## config.mk

```make
export PLATFORM = sky130hd
export DESIGN_NAME = irq_timer_ctrl
export DESIGN_NICKNAME = d
export VERILOG_FILES = /design/src/rtl/irq_timer_ctrl_pkg.sv /design/src/rtl/irq_timer_ctrl_counter.sv /design/src/rtl/irq_timer_ctrl.sv
export SDC_FILE = /design/constraint.sdc
export NUM_CORES = 1
export LEC_CHECK = 0
export CAP_MARGIN = 20
export CORE_MARGIN = 4
export CORE_UTILIZATION = 40
export CTS_BUF_LIST = sky130_fd_sc_hd__clkbuf_4
export CTS_CLUSTER_DIAMETER = 100
export DETAILED_ROUTE_END_ITERATION = 12
export PLACE_DENSITY = 0.71
export SYNTH_ARGS = -nofsm -noshare
export SYNTH_HDL_FRONTEND = slang
export SYNTH_SLANG_ARGS = --single-unit
export TNS_END_PERCENT = 1
```

## constraint.sdc

```tcl
create_clock -name clk -period 2.65 [get_ports clk]
set_input_delay 0.6625 -clock clk [delete_from_list [all_inputs] [get_ports clk]]
set_output_delay 0.6625 -clock clk [all_outputs]
set_load 0.01 [all_outputs]
```

## src/rtl/irq_timer_ctrl_pkg.sv

```systemverilog
// Shared definitions for the memory-mapped timer / interrupt sequencer:
// register word offsets, TCON bit positions, FSM states and the IRQ PCSrc code.
package irq_timer_ctrl_pkg;

  // Word offsets from BASE_ADDR (byte offsets 0x0, 0x4, 0x8)
  localparam logic [29:0] OffTh   = 30'd0;
  localparam logic [29:0] OffTl   = 30'd1;
  localparam logic [29:0] OffTcon = 30'd2;

  localparam int unsigned TconEn = 0;
  localparam int unsigned TconIe = 1;
  localparam int unsigned TconSt = 2;

  // PCSrc selection the pipeline uses when it takes the interrupt
  localparam logic [2:0] PcSrcIrq = 3'b100;

  typedef enum logic [1:0] {
    StIdle    = 2'd0,
    StPending = 2'd1,
    StService = 2'd2
  } irq_state_e;

  function automatic logic [29:0] word_addr(input logic [31:0] byte_addr);
    return byte_addr[31:2];
  endfunction

endpackage

```

## src/rtl/irq_timer_ctrl_counter.sv

```systemverilog
// TH/TL reload counter: TL counts up while enabled and reloads from TH instead of
// wrapping to zero; wrap_o marks the reload cycle. Software writes override counting.
module timer_reload_counter #(
  parameter logic [31:0] ThRst = 32'h0,
  parameter logic [31:0] TlRst = 32'h0
) (
  input  logic        clk_i,
  input  logic        rst_ni,
  input  logic        en_i,
  input  logic        th_we_i,
  input  logic        tl_we_i,
  input  logic [31:0] wdata_i,
  output logic [31:0] th_o,
  output logic [31:0] tl_o,
  output logic        wrap_o
);

  logic [31:0] th_q, th_d;
  logic [31:0] tl_q, tl_d;

  assign wrap_o = en_i && (tl_q == 32'hFFFF_FFFF);

  always_comb begin
    th_d = th_we_i ? wdata_i : th_q;
    tl_d = tl_q;
    if (tl_we_i) begin
      tl_d = wdata_i;
    end else if (wrap_o) begin
      tl_d = th_q;
    end else if (en_i) begin
      tl_d = tl_q + 32'd1;
    end
  end

  always_ff @(posedge clk_i) begin
    if (!rst_ni) begin
      th_q <= ThRst;
      tl_q <= TlRst;
    end else begin
      th_q <= th_d;
      tl_q <= tl_d;
    end
  end

  assign th_o = th_q;
  assign tl_o = tl_q;

endmodule

```

## src/rtl/irq_timer_ctrl.sv

```systemverilog
// Memory-mapped timer with an interrupt sequencer: holds irq until the pipeline
// acknowledges it and blocks re-entry until software clears TCON.ST.
module irq_timer_ctrl
  import irq_timer_ctrl_pkg::*;
#(
  parameter logic [31:0] BASE_ADDR = 32'h4000_0000,
  parameter logic [31:0] TH_RST    = 32'h0,
  parameter logic [31:0] TL_RST    = 32'h0
) (
  input  logic        clk,
  input  logic        reset,
  input  logic [31:0] addr,
  input  logic        mem_read,
  input  logic        mem_write,
  input  logic [31:0] wdata,
  output logic [31:0] rdata,
  output logic        hit,
  input  logic        kernel,
  input  logic        irq_ack,
  output logic        irq
);

  localparam logic [29:0] BaseWord = BASE_ADDR[31:2];

  logic        sel_th, sel_tl, sel_tcon;
  logic        tcon_we, wrap, set_st;
  logic        en_q, en_d, ie_q, ie_d, st_q, st_d;
  logic [31:0] th, tl;
  logic [31:0] tcon;
  logic        unused_addr_lo;
  irq_state_e  state_q, state_d;

  assign unused_addr_lo = ^addr[1:0];

  assign sel_th   = word_addr(addr) == BaseWord + OffTh;
  assign sel_tl   = word_addr(addr) == BaseWord + OffTl;
  assign sel_tcon = word_addr(addr) == BaseWord + OffTcon;
  assign hit      = sel_th || sel_tl || sel_tcon;
  assign tcon_we  = mem_write && sel_tcon;

  timer_reload_counter #(
    .ThRst(TH_RST),
    .TlRst(TL_RST)
  ) u_counter (
    .clk_i  (clk),
    .rst_ni (reset),
    .en_i   (en_q),
    .th_we_i(mem_write && sel_th),
    .tl_we_i(mem_write && sel_tl),
    .wdata_i(wdata),
    .th_o   (th),
    .tl_o   (tl),
    .wrap_o (wrap)
  );

  // A hardware ST set beats a same-cycle software clear so no interrupt is lost
  assign set_st = wrap && ie_q;

  always_comb begin
    en_d = tcon_we ? wdata[TconEn] : en_q;
    ie_d = tcon_we ? wdata[TconIe] : ie_q;
    st_d = set_st || (tcon_we ? wdata[TconSt] : st_q);
  end

  always_comb begin
    state_d = state_q;
    unique case (state_q)
      StIdle: begin
        if (st_q && ie_q) state_d = StPending;
      end
      StPending: begin
        if (!ie_q || !st_q) state_d = StIdle;
        else if (irq_ack)   state_d = StService;
      end
      StService: begin
        if (!st_q) state_d = StIdle;
      end
      default: state_d = StIdle;
    endcase
  end

  always_ff @(posedge clk) begin
    if (!reset) begin
      en_q    <= 1'b0;
      ie_q    <= 1'b0;
      st_q    <= 1'b0;
      state_q <= StIdle;
    end else begin
      en_q    <= en_d;
      ie_q    <= ie_d;
      st_q    <= st_d;
      state_q <= state_d;
    end
  end

  // Mask is combinational so irq drops in the very cycle the ack is seen
  assign irq = (state_q == StPending) && !kernel && !irq_ack;

  assign tcon = {29'd0, st_q, ie_q, en_q};

  always_comb begin
    rdata = 32'd0;
    if (mem_read) begin
      if (sel_th)        rdata = th;
      else if (sel_tl)   rdata = tl;
      else if (sel_tcon) rdata = tcon;
    end
  end

endmodule

```

* Word level (Yosys, flattened, before mapping)
Cells that the tools add are included.
Storage, ports and cells: input port bits 70, bits in registers 69, output and inout bits 34, logic and storage cells 48
Cells by class: add/subtract/negate cells 1, eq/ne operators 9, reductions and logical operators 19, mux-type cells 13
Operator list (number):
- $mux 32 | 6
- $eq 30x29->1 const B | 3
- $add 32x1->32 const B | 1
- $eq 32x32->1 const B | 1
- $logic_and 1x1->1 | 8
- $mux 2 | 4
- $pmux 2 s3 | 1
- $logic_not 1->1 | 4
- $logic_or 1x1->1 | 4
- $ne 2x2->1 const B | 2
- $mux 3 | 1
- $ne 3x3->1 const B | 1
- $reduce_and 3->1 | 1
- $reduce_bool 3->1 | 1
- $eq 2x1->1 const B | 1
- $eq 2x2->1 const B | 1
- $logic_not 2->1 | 1
- $mux 1 | 1

* Logic depth before layout (Yosys ltp)
depth after elaboration 5, mapped depth 8, gate-level depth less buffers 6

* Hierarchy
Synthesis repeated with hierarchy kept, for this count alone.
Unflattened totals: cells, all modules 541, area total of the unflattened synthesis 4403.0 um^2
Modules (own cells, without submodules):
- timer_reload_counter | seq. area each 1281.2 um^2, cells each 421, instances 1, area an instance 3533.4 um^2
- irq_timer_ctrl | seq. area each 100.1 um^2, cells each 120, instances 1, area an instance 869.6 um^2

* Worst setup path after synthesis
Ideal clock, no wire load.
kind input to output, start input port addr[20], end output port rdata[21], buffers on the path 2, required time 1.987 ns, path slack -0.137 ns, cell stages on the path 7, data arrival time 2.124 ns, path through nor4_1 > nand3_1 > nor2_1 > nand3b_1 > clkbuf_1 > clkbuf_1 > nor2_1
Between the ends: word-level cells in the longest chain between the ends 4, elaborated cells between the ends (all ways) 5, classes of those cells 2 x eq/ne; 3 x mux
RTL lines:
- from (decl) | RTL line irq_timer_ctrl.sv:12 | input logic [31:0] addr,
- $eq 30x29->1 | RTL line irq_timer_ctrl.sv:36 | assign sel_tl = word_addr(addr) == BaseWord + OffTl;
- $mux 32 | RTL line irq_timer_ctrl.sv:105 | else if (sel_tl) rdata = tl;
- $mux 32 * | RTL line irq_timer_ctrl.sv:104 | if (sel_th) rdata = th;
- $mux 32 * | RTL line irq_timer_ctrl.sv:103 | if (mem_read) begin
- to (decl) | RTL line irq_timer_ctrl.sv:16 | output logic [31:0] rdata,
Every way passes the cells marked *; elsewhere a longest branch is shown, timed or not.

* Worst setup path after layout
start input port addr[25], end output port rdata[17]
The elaborated chain is that of the path after synthesis.

==> impl_metrics.csv <==
group,metric,value,unit
logic_synthesis,synth_edf_count,0,
detailed_routing,drtAntennaViolNets,0,
floorplanning,coreArea,10800,µm²
detailed_routing,dr.pass1.iters,5,
clocking,htree_levels,3,
logic_synthesis,synth_seq_cells,69,
detailed_routing,drtIter0Drc,347,
floorplanning,die_x,113,µm
logic_synthesis,syn_nets,619,
layout,final_common_cell,"mux2i_1",
layout,fillers,988,
timing,fin_ws,-31.5,ps
layout,final_util,0.583,
critical_path,critPathLaunch,"addr[25]",
detailed_routing,drt-wirelength-per-cell,18.7,µm
placement,dpl_cell_area,5970,µm²
detailed_routing,drc_errors,0,
critical_path,crit_path_start_kind,"primary input",
logic_synthesis,synth_ff_type,"dfxtp_1",
timing,tightest_slew,426,ps
critical_path,cp_max_fo,8,
run,drv_cap,0,
run_status,failed_checks,"setup timing",
global_routing,grt_overflow,0,
timing,setup_violations,29,
timing,rsz0062_at_grt,"yes",
run_status,status,"finished, violations left",
critical_path,endpoint,"rdata[17]",
logic_synthesis,async_flop_share,0,
floorplanning,placementRows,38,
placement,place_ws,-778,ps
critical_path,end_kind,"output pin",
floorplanning,io_pins,104,
clocking,clk_path_buf_depth,2,
logic_synthesis,syn_inst,548,
floorplanning,chipHeight,113,µm
global_routing,grt_pass1_wl,24600,µm
timing,relSlewSlack,0.714,
layout,diodes,0,
placement,dpl.hpwl,11000,µm
placement,gp_congestion,0.879,
global_routing,antenna_found_initial,0,
clocking,cts_tree,"done",
clocking,cts_buffers,9,
clocking,clk_latency,410,ps
power,ir_drop,0.000233,V
logic_synthesis,synth_cell_types,65,
global_routing,grt_max_degree,40,
clocking,cts_sinks,69,
critical_path,timing.rr.end,"u_counter.tl_o[2]$_SDFFE_PN0P_",
detailed_routing,vias,4964,
floorplanning,start_util,0.408,
detailed_routing,wl,15500,µm
layout,multiInputGateArea,3120,µm²
logic_synthesis,syn_area_per_cell,8.07,µm²
global_routing,grt_pass1_vias,4849,
logic_synthesis,ys_seq_area_frac,0.312,
critical_path,cp.required,1990,ps
timing,max_freq,0.373,GHz
critical_path,rrSetupSlack,170,ps
logic_synthesis,synth_top_area_share,0.312,
layout,area_growth_syn_to_layout,42.8,%
timing,hold_violations,0,
critical_path,reg2reg_depth,6,
worst_hold_path,hp-class,"flop to flop",
layout,register_area,1380,µm²
layout,final_cell_mix,"74 x mux2i_1, 69 x dfxtp_1, 65 x nor2_1",
logic_synthesis,syn-cell-area,4420,µm²
placement,portBuffers,101,
global_routing,grtUsageTotal,0.236,
timing,min_period,2680,ps
clocking,path_clk_slew,110,ps
timing,drv_slew,0,
timing,fin_worst_skew,9.56,ps
logic_synthesis,yosys_warnings,0,
power,leakage,2.21,nW
timing,finalCritPeriodShare,1.01,
layout,nets,753,
logic_synthesis,yosysTopAreaCell,"dfxtp_1",
layout,layout-drive-gt1-share,0.277,
clocking,root_buffer,"clkbuf_4",
power,p_per_area,307,nW/µm²
detailed_routing,via_per_inst,6.00,
floorplanning,fp.dieArea,12800,µm²
logic_synthesis,synth_area_leaders,"dfxtp_1 31%, mux2i_1 17%, nor2_1 8.1%, nor4_1 3.1%, nand3_1 2.6%",
layout,final_area,6320,µm²
critical_path,cp.arrival,2020,ps
critical_path,r2r-start,"u_counter.tl_o[2]$_SDFFE_PN0P_",
critical_path,crit_type,"primary input to output pin",
-- registers in the layout, indices dropped and copies added (netlist names) --
register and flops:
u_counter.th_o 32, en_q 1, st_q 1, state_q 2
ie_q 1, u_counter.tl_o 32
-- layout make-up --
class | count | area share
clock buffers | 11 | 0.0131
multi-input cells | 429 | 0.493
inverters | 9 | 0.00535
clock inverters | 5 | 0.00812
well taps | 140 | 0.0277
flip-flops and latches | 69 | 0.219
repair buffers | 164 | 0.234
-- cell families after synthesis --
group                    count (synthesis)  share of synthesized area
adder cells (fa/ha/maj)                  1                    0.00283
AO/OA/AOI/OAI                          104                      0.169
multiplexers                            75                      0.170
flip-flops                              69                      0.312
XOR/XNOR                                 4                    0.00792
AND/OR/NAND/NOR                        245                      0.289
buffers and inverters                   50                     0.0495
-- Yosys cell counts (all sizes together), types with 2 or more instances --
library cell and n:
a2111oi 3, or3 3, and4 8, clkbuf 29, buf 12, o2111ai 3
nor3 20, o22ai 3, nor2 95, xor2 3, a31oi 12, a211oi 5
nand3 23, dfxtp 69, nor4 24, nand4 19, or4 3, nand2b 9
o31ai 8, o32ai 5, nand2 25, and3 2, inv 9, o21ai 16
a21boi 2, nor4b 3, a221oi 2, a2bb2oi 3, mux2i 74, a21oi 19
nor2b 3, o211ai 5, o31a 4, o41ai 3, nand3b 3, a311oi 3
-- power breakdown --
group | switching (mW) | total (mW) | internal (mW) | leakage [nW]
Sequential | 0.00246 | 1.04 | 1.04 | 0.556
Clock | 0.391 | 0.694 | 0.303 | 0.0743
Combinational | 0.0896 | 0.202 | 0.113 | 1.58
-- stage by stage --
stage	setup TNS (ps)	hold slack [ps]	instances	power, mW
3_5_place_dp	-34530	481	805	1.26
6_report	-477	501	827	1.94
2_1_floorplan	0	441	548	1.12
5_1_grt	-4260	538	827	2.00
4_1_cts	-1.50	500	827	1.95
3_3_place_gp	-31750	454	805	1.26
-- layer usage --
metal  part of all wire  GRT usage
met2               0.48      0.387
met1               0.43      0.313
met3              0.064     0.0444
met5                  0          0
met4              0.021     0.0769
-- worst max-delay path: stages --
cell and delay [ps]:
clkdlybuf4s15_1 190, nor4_4 250, nand3_2 140, nor2_4 140, nand3b_1 110, buf_6 170
buf_12 160, nor2_4 90, buf_6 100
-- worst min-delay path by stage --
stage / startpoint / endpoint / slack, ps / cells after the start
after global routing: state_q[1]$_SDFFE_PN0P_ / state_q[0]$_SDFFE_PN0P_ / 540 / 1
after detailed placement: state_q[1]$_SDFFE_PN0P_ / state_q[0]$_SDFFE_PN0P_ / 480 / 1
final: st_q$_SDFF_PN0_ / state_q[1]$_SDFFE_PN0P_ / 500 / 2
after floorplan: state_q[1]$_SDFFE_PN0P_ / state_q[0]$_SDFFE_PN0P_ / 440 / 1
after CTS: state_q[1]$_SDFFE_PN0P_ / state_q[0]$_SDFFE_PN0P_ / 500 / 1
after global placement: state_q[1]$_SDFFE_PN0P_ / state_q[0]$_SDFFE_PN0P_ / 450 / 1
-- timing repair --
item,4_1_cts,5_1_grt
setup endpoints to repair,33,35
pin swaps,27,19
buffers inserted,4,0
hold buffers,0,0
resized for setup,285,29
gates cloned,2,0
Note: power is estimated with default switching activity, not from simulation.
==> patch (same settings) <==
Make the reset (`reset` and `rst_ni`) asynchronous in 2 clocked blocks.
--- a/src/rtl/irq_timer_ctrl_counter.sv
+++ b/src/rtl/irq_timer_ctrl_counter.sv
@@ -33,5 +33,5 @@
   end
 
-  always_ff @(posedge clk_i) begin
+  always_ff @(posedge clk_i or negedge rst_ni) begin
     if (!rst_ni) begin
       th_q <= ThRst;
--- a/src/rtl/irq_timer_ctrl.sv
+++ b/src/rtl/irq_timer_ctrl.sv
@@ -80,5 +80,5 @@
   end
 
-  always_ff @(posedge clk) begin
+  always_ff @(posedge clk or negedge reset) begin
     if (!reset) begin
       en_q    <= 1'b0;
Function: differs if reset is asserted again (counterexample within 4 cycles, from zero or initial values and one cycle with reset low); with reset held inactive, the same outputs for 4 cycles.
==> patch against the unedited design <==
- the run still ends with setup timing left
- synthesized area fell by 2.3%
- power is 2.8% lower
- setup slack worse by 0.25 ns
- non-clock buffer count fell by 3
- sequential cell count is the same
- final area decreased by 4.3%
- combinational power is 4% higher
- routed wire length down 9.6%
- largest cell class unchanged
==> patch: results (changes against the unedited design) <==
| Metric | Value |
|---|---|
| FF-to-FF path depth | `9 (was 6)` |
| Filler instances | `921 (was 988)` |
| Non-filler cells, final | `762 (was 827)` |
| R2R Path End | `u_counter.tl_o[11] (was u_counter.tl_o[2])` |
| Metal2 WL | `6680 um (was 7480 um)` |
| Grt met1 use | `29.5% (was 31.3%)` |
| Placer Congestion | `0.878 (was 0.879)` |
| Setup TNS | `-7.66 ns (was -0.477 ns)` |
| Post-synth top cells | `dfrtp_1 (69), nand2_1 (38), nor2b_1 (32) (was nor2_1 (95), mux2i_1 (74), dfxtp_1 (69))` |
| Pleak | `0.00265 uW (was 0.00221 uW)` |
| XOR/XNOR share of the synthesized area | `2.84% (was 0.792%)` |
| Vias in the first global route | `4,397 (was 4,849)` |
| Post-CTS Resized | `250 (was 285)` |
| CP peak stage delay | `0.32 ns (was 0.25 ns)` |
| Top post-synthesis cells by area | `dfrtp_1 (40%), mux2_2 (7.0%), a22oi_1 (5.0%) (was dfxtp_1 (31%), mux2i_1 (17%), nor2_1 (8.1%))` |
| Vias per cell | `5.83 (was 6.00)` |
| Failing checks | `setup timing (unchanged)` |
| Adder-Cell Fraction of Synth Area | `0.290% (was 0.283%)` |
| Final setup violation count | `32 (was 29)` |
| Max VDD drop | `171 uV (was 233 uV)` |
| Initial antenna violation count | `1 (was 0)` |
| Worst r2r src | `u_counter.tl_o[0] (was u_counter.tl_o[2])` |
| Largest net degree at the start of global routing | `38 (was 40)` |
| Setup ws final | `-0.282 ns (was -0.0315 ns)` |
| Status | `finished, violations left (unchanged)` |
| DP Wirelength | `9890 um (was 11,000 um)` |
| Compound-gate portion of the synthesized area | `17.4% (was 16.9%)` |
| Pre-CTS worst setup slack | `-1.21 ns (was -0.778 ns)` |
| Global Route met2 Usage | `36.3% (was 38.7%)` |
| Routed len/inst | `18.4 um (was 18.7 um)` |
| Seq/Total Area, Yosys | `40.0% (was 31.2%)` |
| Crit path to | `rdata[8] (was rdata[17])` |
| CP startpoint | `addr[11] (was addr[25])` |
| R2r setup slk | `0.41 ns (was 0.17 ns)` |
| Dpl cells | `738 (was 805)` |
| Drt first pass iters | `6 (was 5)` |
| Mux share of post-synthesis cell area | `10.6% (was 17.0%)` |
| First-pass GRT wire length | `22,700 um (was 24,600 um)` |
| Dominant synthesized flop cell | `dfrtp_1 (was dfxtp_1)` |
| Met3 Wirelength | `1100 um (was 988 um)` |
| Clock skew | `0.0159 ns (was 0.00956 ns)` |
| Slowest CP cell | `or2_4 (was nor4_4)` |
[patch: worst min-delay path by stage]
stage / end / slack, ns / cells after the start
floorplan: en_q / 0.37 / 0
global placement: state_q[0] / 0.48 / 1
detailed placement: st_q / 0.50 / 2
CTS: u_counter.tl_o[22] / 0.11 / 1
global route: u_counter.tl_o[22] / 0.12 / 1
finish: u_counter.th_o[25] / 0.11 / 1
[patch: power by group through the flow]
stage / Sequential, uW / Clock [uW] / Combinational, uW
after floorplan: 1100 / 0 / 46.2
final: 1080 / 592 / 211
after global placement: 1100 / 0 / 212
after CTS: 1080 / 604 / 213
after detailed placement: 1100 / 0 / 216
after global routing: 1080 / 645 / 229
[patch: layout make-up]
type	count	share of cell area, %
Multi-Input combinational cell	367	43.2
Sequential cell	69	28.6
Timing Repair Buffer	161	22.8
Tap cell	136	2.81
Clock buffer	13	1.61
Inverter	12	0.745
Clock inverter	3	0.207
Antenna cell	1	0.0414
